File: src/rtl/parking_pkg.sv
// Shared state encoding, direction constants, default timing and the
// admission rule used by the parking gate scheduler.
package parking_pkg;

  typedef enum logic [1:0] {IDLE, DECIDE, PULSE, GAP} state_t;

  localparam logic DIR_ENTRY = 1'b0;
  localparam logic DIR_EXIT  = 1'b1;

  localparam int DEF_NUM_GATES      = 4;
  localparam int DEF_PULSE_CYCLES   = 2;
  localparam int DEF_GAP_CYCLES     = 2;
  localparam int DEF_BARRIER_CYCLES = 8;

  // University cars fall back to the free area when the uni area is full.
  function automatic logic admit(input logic dir, input logic uni,
                                 input logic uni_vac, input logic vac);
    if (dir == DIR_EXIT) return 1'b1;
    if (uni) return uni_vac | vac;
    return vac;
  endfunction

endpackage

File: src/rtl/parking_gate_scheduler_if.sv
// Gate-side and occupancy-counter-side signals of the parking gate scheduler.
interface parking_gate_scheduler_if #(
  parameter int NUM_GATES = parking_pkg::DEF_NUM_GATES
);
  logic [NUM_GATES-1:0] gate_req;
  logic [NUM_GATES-1:0] gate_dir;
  logic [NUM_GATES-1:0] gate_uni;
  logic [NUM_GATES-1:0] gate_ack;
  logic [NUM_GATES-1:0] gate_accept;
  logic [NUM_GATES-1:0] barrier_open;
  logic                 uni_is_vacated_space;
  logic                 is_vacated_space;
  logic                 car_entered;
  logic                 is_uni_car_enterd;
  logic                 car_exited;
  logic                 is_uni_car_exited;

  modport master (
    output gate_req, gate_dir, gate_uni, uni_is_vacated_space, is_vacated_space,
    input  gate_ack, gate_accept, barrier_open,
    input  car_entered, is_uni_car_enterd, car_exited, is_uni_car_exited
  );

  modport slave (
    input  gate_req, gate_dir, gate_uni, uni_is_vacated_space, is_vacated_space,
    output gate_ack, gate_accept, barrier_open,
    output car_entered, is_uni_car_enterd, car_exited, is_uni_car_exited
  );
endinterface

File: src/rtl/parking_rr_arbiter.sv
// Combinational round-robin arbiter: first requester at or after ptr wins,
// wrapping at NUM_GATES.
module parking_rr_arbiter #(
  parameter int NUM_GATES = 4,
  parameter int IDX_W     = (NUM_GATES > 1) ? $clog2(NUM_GATES) : 1
) (
  input  logic [NUM_GATES-1:0] req,
  input  logic [IDX_W-1:0]     ptr,
  output logic [NUM_GATES-1:0] grant,
  output logic [IDX_W-1:0]     grant_idx,
  output logic                 grant_valid
);

  logic [IDX_W-1:0] pos;

  always_comb begin
    grant       = '0;
    grant_idx   = '0;
    grant_valid = 1'b0;
    pos         = '0;
    for (int i = 0; i < NUM_GATES; i++) begin
      pos = IDX_W'((int'(ptr) + i) % NUM_GATES);
      if (!grant_valid && req[pos]) begin
        grant_valid = 1'b1;
        grant_idx   = pos;
        grant[pos]  = 1'b1;
      end
    end
  end

endmodule

File: src/rtl/parking_gate_scheduler.sv
// Serialises gate entry/exit requests into one-at-a-time occupancy counter
// events, admits or denies entries, and times each gate's barrier.
module parking_gate_scheduler
  import parking_pkg::*;
#(
  parameter int NUM_GATES      = DEF_NUM_GATES,
  parameter int PULSE_CYCLES   = DEF_PULSE_CYCLES,
  parameter int GAP_CYCLES     = DEF_GAP_CYCLES,
  parameter int BARRIER_CYCLES = DEF_BARRIER_CYCLES
) (
  input  logic                     clk,
  input  logic                     rst,
  parking_gate_scheduler_if.slave  bus,
  output logic                     busy,
  output logic [15:0]              deny_count
);

  localparam int IDX_W = (NUM_GATES > 1) ? $clog2(NUM_GATES) : 1;
  localparam int TW    = $clog2(BARRIER_CYCLES + 1);
  localparam int CW    = 16;

  state_t               state, next_state;
  logic [IDX_W-1:0]     ptr, next_ptr, sel_idx, exit_idx, entry_idx;
  logic [NUM_GATES-1:0] lat_grant, next_grant, exit_grant, entry_grant;
  logic [NUM_GATES-1:0] exit_req, entry_req, barrier_vec;
  logic [NUM_GATES-1:0] ack_q, ack_d, accept_q, accept_d;
  logic                 lat_dir, next_dir, lat_uni, next_uni;
  logic                 exit_valid, entry_valid, accept, load_barrier;
  logic                 entered_q, entered_d, uni_in_q, uni_in_d;
  logic                 exited_q, exited_d, uni_out_q, uni_out_d;
  logic [CW-1:0]        cnt, next_cnt;
  logic [15:0]          deny_d;

  assign exit_req  = bus.gate_req & bus.gate_dir;
  assign entry_req = bus.gate_req & ~bus.gate_dir;

  parking_rr_arbiter #(.NUM_GATES(NUM_GATES), .IDX_W(IDX_W)) u_exit_arb (
    .req(exit_req), .ptr(ptr), .grant(exit_grant),
    .grant_idx(exit_idx), .grant_valid(exit_valid)
  );

  parking_rr_arbiter #(.NUM_GATES(NUM_GATES), .IDX_W(IDX_W)) u_entry_arb (
    .req(entry_req), .ptr(ptr), .grant(entry_grant),
    .grant_idx(entry_idx), .grant_valid(entry_valid)
  );

  assign sel_idx = exit_valid ? exit_idx : entry_idx;
  assign accept  = admit(lat_dir, lat_uni, bus.uni_is_vacated_space, bus.is_vacated_space);

  // Event outputs are computed from next_state so they are registered yet
  // line up with the PULSE state they belong to.
  always_comb begin
    next_state   = state;
    next_ptr     = ptr;
    next_grant   = lat_grant;
    next_dir     = lat_dir;
    next_uni     = lat_uni;
    next_cnt     = cnt;
    ack_d        = '0;
    accept_d     = '0;
    deny_d       = deny_count;
    load_barrier = 1'b0;
    unique case (state)
      IDLE: begin
        if (exit_valid || entry_valid) begin
          next_state = DECIDE;
          next_grant = exit_valid ? exit_grant : entry_grant;
          next_dir   = exit_valid ? DIR_EXIT : DIR_ENTRY;
          next_uni   = |(bus.gate_uni & next_grant);
          next_ptr   = IDX_W'((int'(sel_idx) + 1) % NUM_GATES);
        end
      end
      DECIDE: begin
        ack_d    = lat_grant;
        accept_d = accept ? lat_grant : '0;
        next_cnt = '0;
        if (accept) begin
          next_state = PULSE;
        end else begin
          next_state = GAP;
          if (deny_count != 16'hFFFF) deny_d = deny_count + 16'd1;
        end
      end
      PULSE: begin
        load_barrier = (cnt == '0);
        if (cnt == CW'(PULSE_CYCLES - 1)) begin
          next_state = GAP;
          next_cnt   = '0;
        end else begin
          next_cnt = cnt + CW'(1);
        end
      end
      GAP: begin
        if (cnt == CW'(GAP_CYCLES - 1)) begin
          next_state = IDLE;
          next_cnt   = '0;
        end else begin
          next_cnt = cnt + CW'(1);
        end
      end
      default: next_state = IDLE;
    endcase
    entered_d = (next_state == PULSE) && (next_dir == DIR_ENTRY);
    exited_d  = (next_state == PULSE) && (next_dir == DIR_EXIT);
    uni_in_d  = entered_d && next_uni;
    uni_out_d = exited_d && next_uni;
  end

  always_ff @(posedge clk or posedge rst) begin
    if (rst) begin
      state      <= IDLE;
      ptr        <= '0;
      lat_grant  <= '0;
      lat_dir    <= DIR_ENTRY;
      lat_uni    <= 1'b0;
      cnt        <= '0;
      ack_q      <= '0;
      accept_q   <= '0;
      entered_q  <= 1'b0;
      uni_in_q   <= 1'b0;
      exited_q   <= 1'b0;
      uni_out_q  <= 1'b0;
      deny_count <= '0;
    end else begin
      state      <= next_state;
      ptr        <= next_ptr;
      lat_grant  <= next_grant;
      lat_dir    <= next_dir;
      lat_uni    <= next_uni;
      cnt        <= next_cnt;
      ack_q      <= ack_d;
      accept_q   <= accept_d;
      entered_q  <= entered_d;
      uni_in_q   <= uni_in_d;
      exited_q   <= exited_d;
      uni_out_q  <= uni_out_d;
      deny_count <= deny_d;
    end
  end

  // A reload restarts the timer even if the barrier is still open.
  for (genvar g = 0; g < NUM_GATES; g++) begin : g_barrier
    logic [TW-1:0] timer;
    always_ff @(posedge clk or posedge rst) begin
      if (rst) begin
        timer <= '0;
      end else if (load_barrier && lat_grant[g]) begin
        timer <= TW'(BARRIER_CYCLES);
      end else if (timer != '0) begin
        timer <= timer - TW'(1);
      end
    end
    assign barrier_vec[g] = (timer != '0);
  end

  assign busy                  = (state != IDLE);
  assign bus.gate_ack          = ack_q;
  assign bus.gate_accept       = accept_q;
  assign bus.barrier_open      = barrier_vec;
  assign bus.car_entered       = entered_q;
  assign bus.is_uni_car_enterd = uni_in_q;
  assign bus.car_exited        = exited_q;
  assign bus.is_uni_car_exited = uni_out_q;

endmodule
File: src/flat_wrapper.sv
// flat-port wrapper written by rule: the top's interface ports become plain ports
module parking_gate_scheduler_flat import parking_pkg::*;
#(
  parameter int NUM_GATES      = DEF_NUM_GATES,
  parameter int PULSE_CYCLES   = DEF_PULSE_CYCLES,
  parameter int GAP_CYCLES     = DEF_GAP_CYCLES,
  parameter int BARRIER_CYCLES = DEF_BARRIER_CYCLES
)
  (clk, rst, busy, deny_count, bus_gate_req, bus_gate_dir, bus_gate_uni, bus_uni_is_vacated_space, bus_is_vacated_space, bus_gate_ack, bus_gate_accept, bus_barrier_open, bus_car_entered, bus_is_uni_car_enterd, bus_car_exited, bus_is_uni_car_exited);
  parking_gate_scheduler_if #(.NUM_GATES(NUM_GATES)) bus_i ();
  input  logic clk;
  input  logic rst;
  output logic busy;
  output logic [15:0] deny_count;
  input wire logic [$bits(bus_i.gate_req)-1:0] bus_gate_req;
  input wire logic [$bits(bus_i.gate_dir)-1:0] bus_gate_dir;
  input wire logic [$bits(bus_i.gate_uni)-1:0] bus_gate_uni;
  input wire logic [$bits(bus_i.uni_is_vacated_space)-1:0] bus_uni_is_vacated_space;
  input wire logic [$bits(bus_i.is_vacated_space)-1:0] bus_is_vacated_space;
  output wire logic [$bits(bus_i.gate_ack)-1:0] bus_gate_ack;
  output wire logic [$bits(bus_i.gate_accept)-1:0] bus_gate_accept;
  output wire logic [$bits(bus_i.barrier_open)-1:0] bus_barrier_open;
  output wire logic [$bits(bus_i.car_entered)-1:0] bus_car_entered;
  output wire logic [$bits(bus_i.is_uni_car_enterd)-1:0] bus_is_uni_car_enterd;
  output wire logic [$bits(bus_i.car_exited)-1:0] bus_car_exited;
  output wire logic [$bits(bus_i.is_uni_car_exited)-1:0] bus_is_uni_car_exited;
  assign bus_i.gate_req = bus_gate_req;
  assign bus_i.gate_dir = bus_gate_dir;
  assign bus_i.gate_uni = bus_gate_uni;
  assign bus_i.uni_is_vacated_space = bus_uni_is_vacated_space;
  assign bus_i.is_vacated_space = bus_is_vacated_space;
  assign bus_gate_ack = bus_i.gate_ack;
  assign bus_gate_accept = bus_i.gate_accept;
  assign bus_barrier_open = bus_i.barrier_open;
  assign bus_car_entered = bus_i.car_entered;
  assign bus_is_uni_car_enterd = bus_i.is_uni_car_enterd;
  assign bus_car_exited = bus_i.car_exited;
  assign bus_is_uni_car_exited = bus_i.is_uni_car_exited;
  parking_gate_scheduler #(.NUM_GATES(NUM_GATES), .PULSE_CYCLES(PULSE_CYCLES), .GAP_CYCLES(GAP_CYCLES), .BARRIER_CYCLES(BARRIER_CYCLES)) u_core (.clk(clk), .rst(rst), .bus(bus_i), .busy(busy), .deny_count(deny_count));
endmodule
File: config.mk
export PLATFORM = sky130hd
export DESIGN_NAME = parking_gate_scheduler_flat
export DESIGN_NICKNAME = d
export VERILOG_FILES = /design/src/rtl/parking_pkg.sv /design/src/rtl/parking_gate_scheduler_if.sv /design/src/rtl/parking_rr_arbiter.sv /design/src/rtl/parking_gate_scheduler.sv /design/src/flat_wrapper.sv
export SDC_FILE = /design/constraint.sdc
export NUM_CORES = 1
export LEC_CHECK = 0
export ABC_AREA = 1
export CORE_UTILIZATION = 30
export DETAILED_ROUTE_END_ITERATION = 8
export HOLD_SLACK_MARGIN = 0.05
export SKIP_CTS_REPAIR_TIMING = 1
export SKIP_LAST_GASP = 1
export SLEW_MARGIN = 20
export SYNTH_ARGS = -nofsm -noshare
export SYNTH_HDL_FRONTEND = slang
export SYNTH_SLANG_ARGS = --single-unit
File: constraint.sdc
create_clock -name clk -period 3.2 [get_ports clk]
set_input_delay 0.48 -clock clk [delete_from_list [all_inputs] [get_ports clk]]
set_output_delay 0.48 -clock clk [all_outputs]
set_load 0.03 [all_outputs]
==> impl_results.md, run 1 <==
- Reg power frac: 0.259
- Setup tns final: 0 ns
- Total Nets Final: about 650
- Final non-filler cell total: ~800
- Worst Tran Pin Value: 0.753 ns
- Commonest non-fill, non-tap cell in the layout: nand2_1
- Critical Path End Type: output pin
- FF-to-FF setup slack: roughly 0.8 ns
- Worst-case clock buffer depth: 2
- NetSw: 2190 uW
- Unrepaired setup endpoints after global routing: no
- Proportion of synthesized chip area in sequential cells: 0.404
- Achievable Freq: around 400 MHz
- DIE WIDTH: 122 um
- Slew HR: 0.493
- Combinational fraction of design power: 0.509
- Antenna cells: 0
- Post-synth EDFFs: 0
- Leak pwr: approximately 0.0027 uW
- Power Internal: around 2800 uW
- Synth cell types: 44
- Area Overhead vs Synth: 24.8%
- Req. time, crit path: 2.72 ns
- Post-route ant nets: 0
- Most frequent cells in the layout: 114 x nand2_1, 90 x inv_1, 83 x nand3_1
- Power per cell area: 919 mW/mm^2
- Final critical-path required period: about 2.5 ns
- Top cells by area, synth: dfrtp_1 40%, nand2_1 9.9%, nand3_1 9.6%
- Vert. Die Dim: 122 um
- Port Buf Inserts: 48
- Primary FF master, synth: dfrtp_1
- Final GP Congestion: 0.896
- Yosys warning count: 0
- # setup viols final: 0
- Sw frac: 0.441
- FP Rows: 43
- GR Util All Layers: 0.146
- Status: finished, final reports clean
- Routed vias/inst: roughly 4.7
- Worst min path class: input port to async pin
- Num CTS Buffers: 9
- Syn Inst Count: 557
- Yosys reg bits: 70
- Sink Count: 70
- Vias in the first global route: 3724
- First-pass GRT wire length: 17300 um
- Maximum vdd drop: 0.344 mV
- Worst Skew: 0.0119 ns
- Pre-antenna DRT Iters: 5
- IO Count: 49
- Gr ovfl total: 0
- Final Max Tran Viols: 0
- CTS Root Cell: clkbuf_16
- Crit Path Max Fanout: 4
- Post-synth net total: 593
- Initial Utilization: 0.310
- CTS clk-pin slew, worst paths: ~0.06 ns
- Core area: 0.0140 mm^2
- Pin count of the biggest net entering global routing: 62
- DRT iter0 DRCs: 280
- CTS tree: yes
- WP data arrival: 1.98 ns
- Final HPWL DP: about 7600 um
- Sequential cell area: 0.00175 mm^2
- Clk_lat worst skew: 0.33 ns
- Fin crit share: 0.768
- DIE AREA: about 0.015 mm^2
- Area of the multi-input gates: between 0.002 and 0.0025 mm^2
- Synthesized area per cell: 7.78 um^2
- Placed cell count: 786
- Cell accounting for the most synthesized area: dfrtp_1
- Top-area cell type share of the netlist area: 0.404
- Clock power frac: 0.232
- Critical Path Source Type: flop
- H-tree depth: 3
- WL final: approximately 10000 um
- FFs w/ async S/R, synth: 1.00
- Crit Path Class: flop to output pin
- Share of layout cells above drive strength 1: 0.0868
- Initial antenna violation count: 0
- Via Count: between 3000 and 4000
- Residual DRC: 0
- Max-Cap Viols: 0
- Mapped Area: 0.00433 mm^2
- Final Hold Vio Count: 0
- Wirelength per Cell: 12.5 um
- # fillers: 1394
## stage by stage
stage	area, um^2	util	total power, uW	setup WS (ns)	hold WS (ns)
final	5410	0.387	4970	0.743	0.391
after global routing	5410	0.387	5420	0.511	0.405
after CTS	5410	0.387	5010	0.746	0.386
after detailed placement	5060	0.362	3830	0.677	0.488
after global placement	5060	0.362	3810	0.661	0.485
after floorplan	4330	-	3190	0.888	0.475
## sequential cells by signal (all words and copies together), names as in the netlist, 2 cells and up, named ones only
register	flops
u_core.cnt	16
u_core.deny_count	16
u_core.g_barrier.timer	16
u_core.bus.gate_accept	4
u_core.bus.gate_ack	4
u_core.lat_grant	4
u_core.ptr	2
u_core.state	2
## Yosys cell counts (4+ instances only)
cell type  number
ha_1           20
nor3_1         10
o21ai_0        30
a21oi_1         4
inv_1          91
nand3_1        83
nand2_2         7
nand3_2         4
o22ai_1         6
dfrtp_1        70
inv_2           4
nor2_1         42
nand2_1       114
nand4_1         7
xnor2_1         8
xor2_1         18
## critical path: stages (launching register included)
cell	delay (ns)
dfrtp_1	0.40
inv_1	0.11
ha_1	0.15
nand2_1	0.06
nor2_1	0.20
inv_1	0.12
clkdlybuf4s50_1	0.61
## power by group through the flow
stage	Combinational [uW]	Sequential (uW)	Clock, uW
floorplan	1850	1340	0
global placement	2510	1300	0
detailed placement	2530	1300	0
CTS	2540	1290	1180
global route	2870	1330	1220
finish	2530	1290	1150
## cell type report
type,count,area share
Clock buffer,11,0.0449
Clock inverter,5,0.0197
Inverter,98,0.0687
Sequential cell,70,0.324
Tap cell,180,0.0416
Multi-Input combinational cell,383,0.400
Timing Repair Buffer,55,0.101
## kinds of logic after synthesis
kind of cell | count (synthesis) | synth area share
AND/OR/NAND/NOR | 287 | 0.322
buffers and inverters | 104 | 0.0959
flip-flops | 70 | 0.404
AO/OA/AOI/OAI | 49 | 0.0653
XOR/XNOR | 26 | 0.0526
adder cells (fa/ha/maj) | 20 | 0.0578
multiplexers | 1 | 0.00260
## final timing paths
path,from,end,depth (start not counted)
min in group clk,u_core.deny_count[14],u_core.deny_count[14],1
max,u_core.g_barrier[3].timer[0],bus_barrier_open[3],6
min reg2reg,u_core.deny_count[14],u_core.deny_count[14],1
max reg2reg,u_core.ptr[0],flop,15
min,rst,u_core.g_barrier[1].timer[2],2
max in group asynchronous,rst,u_core.ptr[1],3
## layer usage
layer / global-route usage / share of wire / vias up
met3: 0.0257 / 0.043 / 20
met2: 0.253 / 0.48 / 95
met4: 0.0648 / 0.025 / 0
met1: 0.176 / 0.45 / 1741
li1: - / - / 1907
met5: 0 / 0 / -
Power figures use the tool's default switching activity.
==> run 2: changes to the inputs <==
==> constraint.sdc (replaced) <==
create_clock -name clk -period 2.2 [get_ports clk]
set_input_delay 0.33 -clock clk [delete_from_list [all_inputs] [get_ports clk]]
set_output_delay 0.33 -clock clk [all_outputs]
set_load 0.03 [all_outputs]
==> run 2 against run 1 <==
Against the previous run: largest cell class unchanged; largest power group unchanged; cell count grew 4.2%; sequential share of layout area shrank 2.2 points; highest routed layer unchanged; sequential cell count unchanged; total power is 61% higher.
==> impl_results.md, run 2 (synthesis results as in run 1) <==
- Most frequent cells in the layout: 107 x nand2_1, 90 x inv_1, 70 x nand3_1, 70 x dfrtp_1, 45 x clkdlybuf4s50_1
- Top flop regs: u_core.cnt x16, u_core.deny_count x16, u_core.g_barrier.timer x16
- Antenna cells: 0 (unchanged)
- Achievable Freq: 473 MHz
- Max stage delay on crit path: 0.70 ns (+0.09 ns)
- Final GP Congestion: 0.899 (+0.30%)
- IO Count: 49 (unchanged)
- Share of layout cells above drive strength 1: 0.171 (+0.0839)
- Wirelength per Cell: 12.4 um (-0.77%)
- Clk_lat worst skew: 0.33 ns (about the same)
- Unrepaired setup endpoints after global routing: yes
- Final HPWL DP: 7940 um (+4.1%)
- CTS Root Cell: clkbuf_16
- R2r startpoint: u_core.ptr[0]
- Initial Utilization: 0.310 (unchanged)
- Crit Path Class: flop to output pin
- Port Buf Inserts: 48 (unchanged)
- WP data arrival: 1.78 ns (-0.20 ns)
- Worst-case clock buffer depth: 2 (unchanged)
- Crit-path cells: inv_1 -> ha_1 -> nand3_1 -> clkdlybuf4s50_1
- Final non-filler cell total: 836 (+4.2%)
- Area of the multi-input gates: 0.00230 mm^2 (+6.1%)
- Core area: 0.0140 mm^2 (unchanged)
- Slowest CP cell: clkdlybuf4s50_1
- Final Hold Vio Count: 0 (unchanged)
- Pre-CTS WS: -0.140 ns (-0.817 ns)
- DIE AREA: 0.0149 mm^2 (unchanged)
- CTS tree: yes
- Area Overhead vs Synth: 34.0%
- Final Power: 8030 uW (+61%)
- Sequential cell area: 0.00175 mm^2 (unchanged)
- Vert. Die Dim: 122 um (unchanged)
- Routed vias/inst: 4.66 (-0.75%)
- Num CTS Buffers: 9 (unchanged)
- FP Rows: 43 (unchanged)
- DRT iter0 DRCs: 277 (-1.1%)
- Post-route ant nets: 0 (unchanged)
- H-tree depth: 3 (unchanged)
- WL final: 10400 um (+3.4%)
- Slew HR: 0.709 (+0.216)
- Total Nets Final: 687 (+5.2%)
- Worst Tran Pin Value: 0.436 ns (-0.317 ns)
- Final Hold Slack: 0.325 ns (-0.0667 ns)
- Gr ovfl total: 0 (unchanged)
- Fin crit share: 0.961
- Sink Count: 70 (unchanged)
- Setup crit start: u_core.g_barrier[1].timer[0]
- Maximum vdd drop: 0.541 mV (+58%)
- Power per cell area: 1380 mW/mm^2 (+50%)
- First-pass GRT wire length: 17100 um (-1.1%)
- Critical Path End Type: output pin
- Critical Path Source Type: flop
- Final critical-path required period: 2.11 ns
- Placed cell count: 817 (+3.9%)
- CTS clk-pin slew, worst paths: 0.06 ns (about the same)
- GR Util All Layers: 0.144 (-0.00202)
- Pre-antenna DRT Iters: 5 (unchanged)
- Residual DRC: 0 (unchanged)
- Setup tns final: 0 ns (unchanged)
- Initial antenna violation count: 0 (unchanged)
- Final Max Tran Viols: 0 (unchanged)
- Pin count of the biggest net entering global routing: 34 (-45%)
- Worst Skew: 0.00785 ns (-0.00407 ns)
- Status: finished, final reports clean
- Crit Path Max Fanout: 4 (unchanged)
- # fillers: 1434 (+2.9%)
- Setup WS post-layout: 0.0852 ns (-0.658 ns)
- # setup viols final: 0 (unchanged)
- Max-Cap Viols: 0 (unchanged)
- Worst min path class: input port to async pin
- Req. time, crit path: 1.87 ns (-0.85 ns)
- DIE WIDTH: 122 um (unchanged)
- Leak pwr: 0.00288 uW (+7.4%)
- Commonest non-fill, non-tap cell in the layout: nand2_1
- Via Count: 3893 (+3.5%)
- Vias in the first global route: 3700 (-0.64%)
## run 2: cell types whose count changed in the layout (fill, tap and decap cells not counted), sizes merged
cell	change
clkdlybuf4s50	-3
clkinvlp	-1
buf	+34
clkbuf	+1
bufinv	-1
dlymetal6s2s	+3
inv	+1
## run 2: final cells by class
cell class,instances,area share
multi-input cells,383,0.396
flip-flops and latches,70,0.302
repair buffers,89,0.144
inverters,98,0.0653
clock buffers,12,0.0425
well taps,180,0.0388
clock inverters,4,0.0121
## run 2: final timing paths
path                       depth (start not counted)                      endpoint  slack [ns]
max                                                4           bus_barrier_open[1]        0.09
min                                                2         u_core.deny_count[14]        0.32
max reg2reg                                       14  u_core.bus.is_uni_car_enterd        0.11
min reg2reg                                        1         u_core.deny_count[14]        0.50
max in group asynchronous                          3                u_core.cnt[15]        1.33
min in group clk                                   1         u_core.deny_count[14]        0.50
## run 2: routing by layer
metal / vias to the layer above / global-route usage / wire length [um] / part of all wire
met1: 1827 / 0.186 / 4840 / 0.47
met4: 0 / 0.0495 / 154 / 0.015
met2: 78 / 0.242 / 5060 / 0.49
met3: 12 / 0.0243 / 314 / 0.030
li1: 1976 / - / - / -
met5: - / 0 / 0 / 0
## run 2: per-stage QoR
step / utilization / cell area (um^2)
finish: 0.415 / 5800
global route: 0.415 / 5800
CTS: 0.404 / 5650
detailed placement: 0.381 / 5330
global placement: 0.381 / 5330
floorplan: - / 4350
## run 2: where the power goes
group / switching (uW) / internal, uW
logic: 2720 / 1910
clock network: 509 / 1020
registers: 232 / 1640
total: 3460 / 4570
## run 2: critical path, delay by kind of cell (launching register included)
family / cells / cell delay [ns]
and+or+nand+nor: 1 / 0.14
adders and majority gates: 1 / 0.20
DFF: 1 / 0.34
buffers and inverters: 2 / 0.78
==> run 3: changes to the inputs <==
--- a/config.mk
+++ b/config.mk
@@ -6,7 +6,7 @@
 export NUM_CORES = 1
 export LEC_CHECK = 0
 export ABC_AREA = 1
-export CORE_UTILIZATION = 30
+export CORE_UTILIZATION = 42
 export DETAILED_ROUTE_END_ITERATION = 8
 export HOLD_SLACK_MARGIN = 0.05
 export SKIP_CTS_REPAIR_TIMING = 1
==> run 3 against run 2 <==
Against the previous run: core utilization increased by 15 points; count of clock-buffer cells in the layout down 3; sequential share of layout area increased by 1.0 points; routed wire length shrank 3.0%; clock power fell by 32%.
==> impl_results.md, run 3 (synthesis results as in run 1) <==
- Commonest non-fill, non-tap cell in the layout: nand2_1
- Core area: 0.00986 mm^2 (-29%)
- Antenna cells: 0 (unchanged)
- Worst min path class: input port to async pin
- Leak pwr: 0.00282 uW (-2.3%)
- GR Util All Layers: 0.197 (+0.0528)
- Initial Utilization: 0.439 (+0.129)
- Final HPWL DP: 7600 um (-4.3%)
- Unrepaired setup endpoints after global routing: yes
- # setup viols final: 0 (unchanged)
- WL final: 10100 um (-3.0%)
- Final Max Tran Viols: 0 (unchanged)
- Crit Path Class: flop to flop
- Vias in the first global route: 3697 (-0.081%)
- Buf+Inv Stages, Crit Path: 2 (unchanged)
- Residual DRC: 0 (unchanged)
- Slew HR: 0.724 (+0.0144)
- CTS tree: yes
- Pre-antenna DRT Iters: 4 (-1)
- Worst-case clock buffer depth: 2 (unchanged)
- Max stage delay on crit path: 0.40 ns (-0.30 ns)
- Post-route ant nets: 0 (unchanged)
- Req. time, crit path: 2.45 ns (+0.58 ns)
- Worst path depth: 14 (+10)
- Wirelength per Cell: 12.8 um (+2.9%)
- H-tree depth: 3 (unchanged)
- CTS clk-pin slew, worst paths: 0.08 ns (+0.02 ns)
- IO Count: 49 (unchanged)
- DRT iter0 DRCs: 171 (-38%)
- Port Buf Inserts: 48 (unchanged)
- Clk_lat worst skew: 0.35 ns (+0.02 ns)
- FF-to-FF setup slack: 0.07 ns (-0.04 ns)
- Maximum vdd drop: 0.781 mV (+44%)
- Pre-CTS WS: -0.188 ns (-0.0482 ns)
- End-of-flow core utilization: 0.569 (+0.154)
- Worst Skew: 0.00978 ns (+0.00193 ns)
- Setup WS post-layout: 0.0682 ns (-0.0170 ns)
- Fin crit share: 0.969 (+0.00771)
- Routed vias/inst: 4.84 (+4.0%)
- Pin count of the biggest net entering global routing: 45 (+32%)
- Gr ovfl total: 0 (unchanged)
- Setup tns final: 0 ns (unchanged)
- Critical Path Source Type: flop
- Critical Path End Type: flop
- Status: finished, final reports clean
- Via Count: 3817 (-2.0%)
- Total Nets Final: 686 (-0.15%)
- FP Rows: 36 (-16%)
- Worst Tran Pin Value: 0.414 ns (-0.0216 ns)
- Area Overhead vs Synth: 29.6%
- Num CTS Buffers: 9 (unchanged)
- Final critical-path required period: 2.13 ns (+0.0170 ns)
- Top flop regs: u_core.cnt x16, u_core.deny_count x16, u_core.g_barrier.timer x16
- Most frequent cells in the layout: 109 x nand2_1, 89 x inv_1, 70 x nand3_1, 70 x dfrtp_1, 44 x clkdlybuf4s50_1
- Vert. Die Dim: 104 um (-15%)
- Crit-path cells: inv_2 -> ha_4 -> inv_8 -> nand3_4 -> nand2_4 -> nand4_1 -> nor2_1 -> nand3_2 -> nand3_1 -> nand2_2 -> nor2_2 -> nand2_2 -> nand2_2 -> nor2_1
- DIE WIDTH: 104 um (-15%)
- Crit path max-delay family: simple AND/OR/NAND/NOR gates
- Achievable Freq: 469 MHz (-0.80%)
- Worst Reg2Reg Path Length in Cells: 14 (unchanged)
- Final non-filler cell total: 788 (-5.7%)
- DIE AREA: 0.0107 mm^2 (-28%)
- Crit Path Max Fanout: 8 (+4)
- Crit path top cell by count: nand2_2
- Max-Cap Viols: 0 (unchanged)
- First-pass GRT wire length: 17300 um (+0.93%)
- Initial antenna violation count: 0 (unchanged)
- Sink Count: 70 (unchanged)
- Placed cell count: 763 (-6.6%)
- Final GP Congestion: 0.890 (-0.97%)
- Power per cell area: 1340 mW/mm^2 (-3.3%)
- Slowest CP cell: dfrtp_1
- WP data arrival: 2.38 ns (+0.60 ns)
- Share of layout cells above drive strength 1: 0.171 (+0.000261)
- Final Hold Vio Count: 0 (unchanged)
- CTS Root Cell: clkbuf_8
[run 3: layer usage]
layer / GRT usage / share of wire
met5: 0 / 0
met4: 0.0621 / 0.012
met2: 0.319 / 0.46
met3: 0.0327 / 0.031
met1: 0.268 / 0.50
[run 3: worst paths after layout]
| check | start | endpoint |
|---|---|---|
| min in group clk | u_core.deny_count[7] | u_core.deny_count[7] |
| min reg2reg | u_core.deny_count[7] | u_core.deny_count[7] |
| max in group asynchronous | rst | u_core.ptr[1] |
| min | rst | u_core.deny_count[13] |
| max | u_core.ptr[0] | u_core.bus.is_uni_car_exited |
| max reg2reg | u_core.ptr[0] | u_core.bus.is_uni_car_exited |
[run 3: power breakdown]
group | switching (uW) | internal (uW) | leakage, uW
Sequential | 232 | 1630 | 0.000904
Combinational | 2700 | 1890 | 0.00181
Clock | 518 | 527 | 0.0000996
Total | 3450 | 4050 | 0.00282
[run 3: worst register-to-register path: stages (launching register included)]
cell and delay (ns):
dfrtp_1 0.40, inv_2 0.10, ha_4 0.24, inv_8 0.10, nand3_4 0.08, nand2_4 0.10
nand4_1 0.25, nor2_1 0.21, nand3_2 0.10, nand3_1 0.09, nand2_2 0.06, nor2_2 0.10
nand2_2 0.06, nand2_2 0.08, nor2_1 0.05
[run 3: per-stage QoR]
stage                     total power, uW  hold WS (ns)  instance area (um^2)
after floorplan                      4680         0.475                  4350
after global placement               5900         0.484                  5210
after detailed placement             5960         0.493                  5210
after CTS                            7050         0.276                  5410
after global routing                 8180         0.311                  5610
final                                7500         0.279                  5610
[run 3: layout make-up]
| type | count | area (um^2) |
|---|---|---|
| clock buffers | 9 | 124 |
| clock inverters | 7 | 73.8 |
| fillers | 911 | 4250 |
| inverters | 98 | 379 |
| multi-input cells | 383 | 2300 |
| flip-flops and latches | 70 | 1750 |
| well taps | 133 | 166 |
| repair buffers | 88 | 823 |
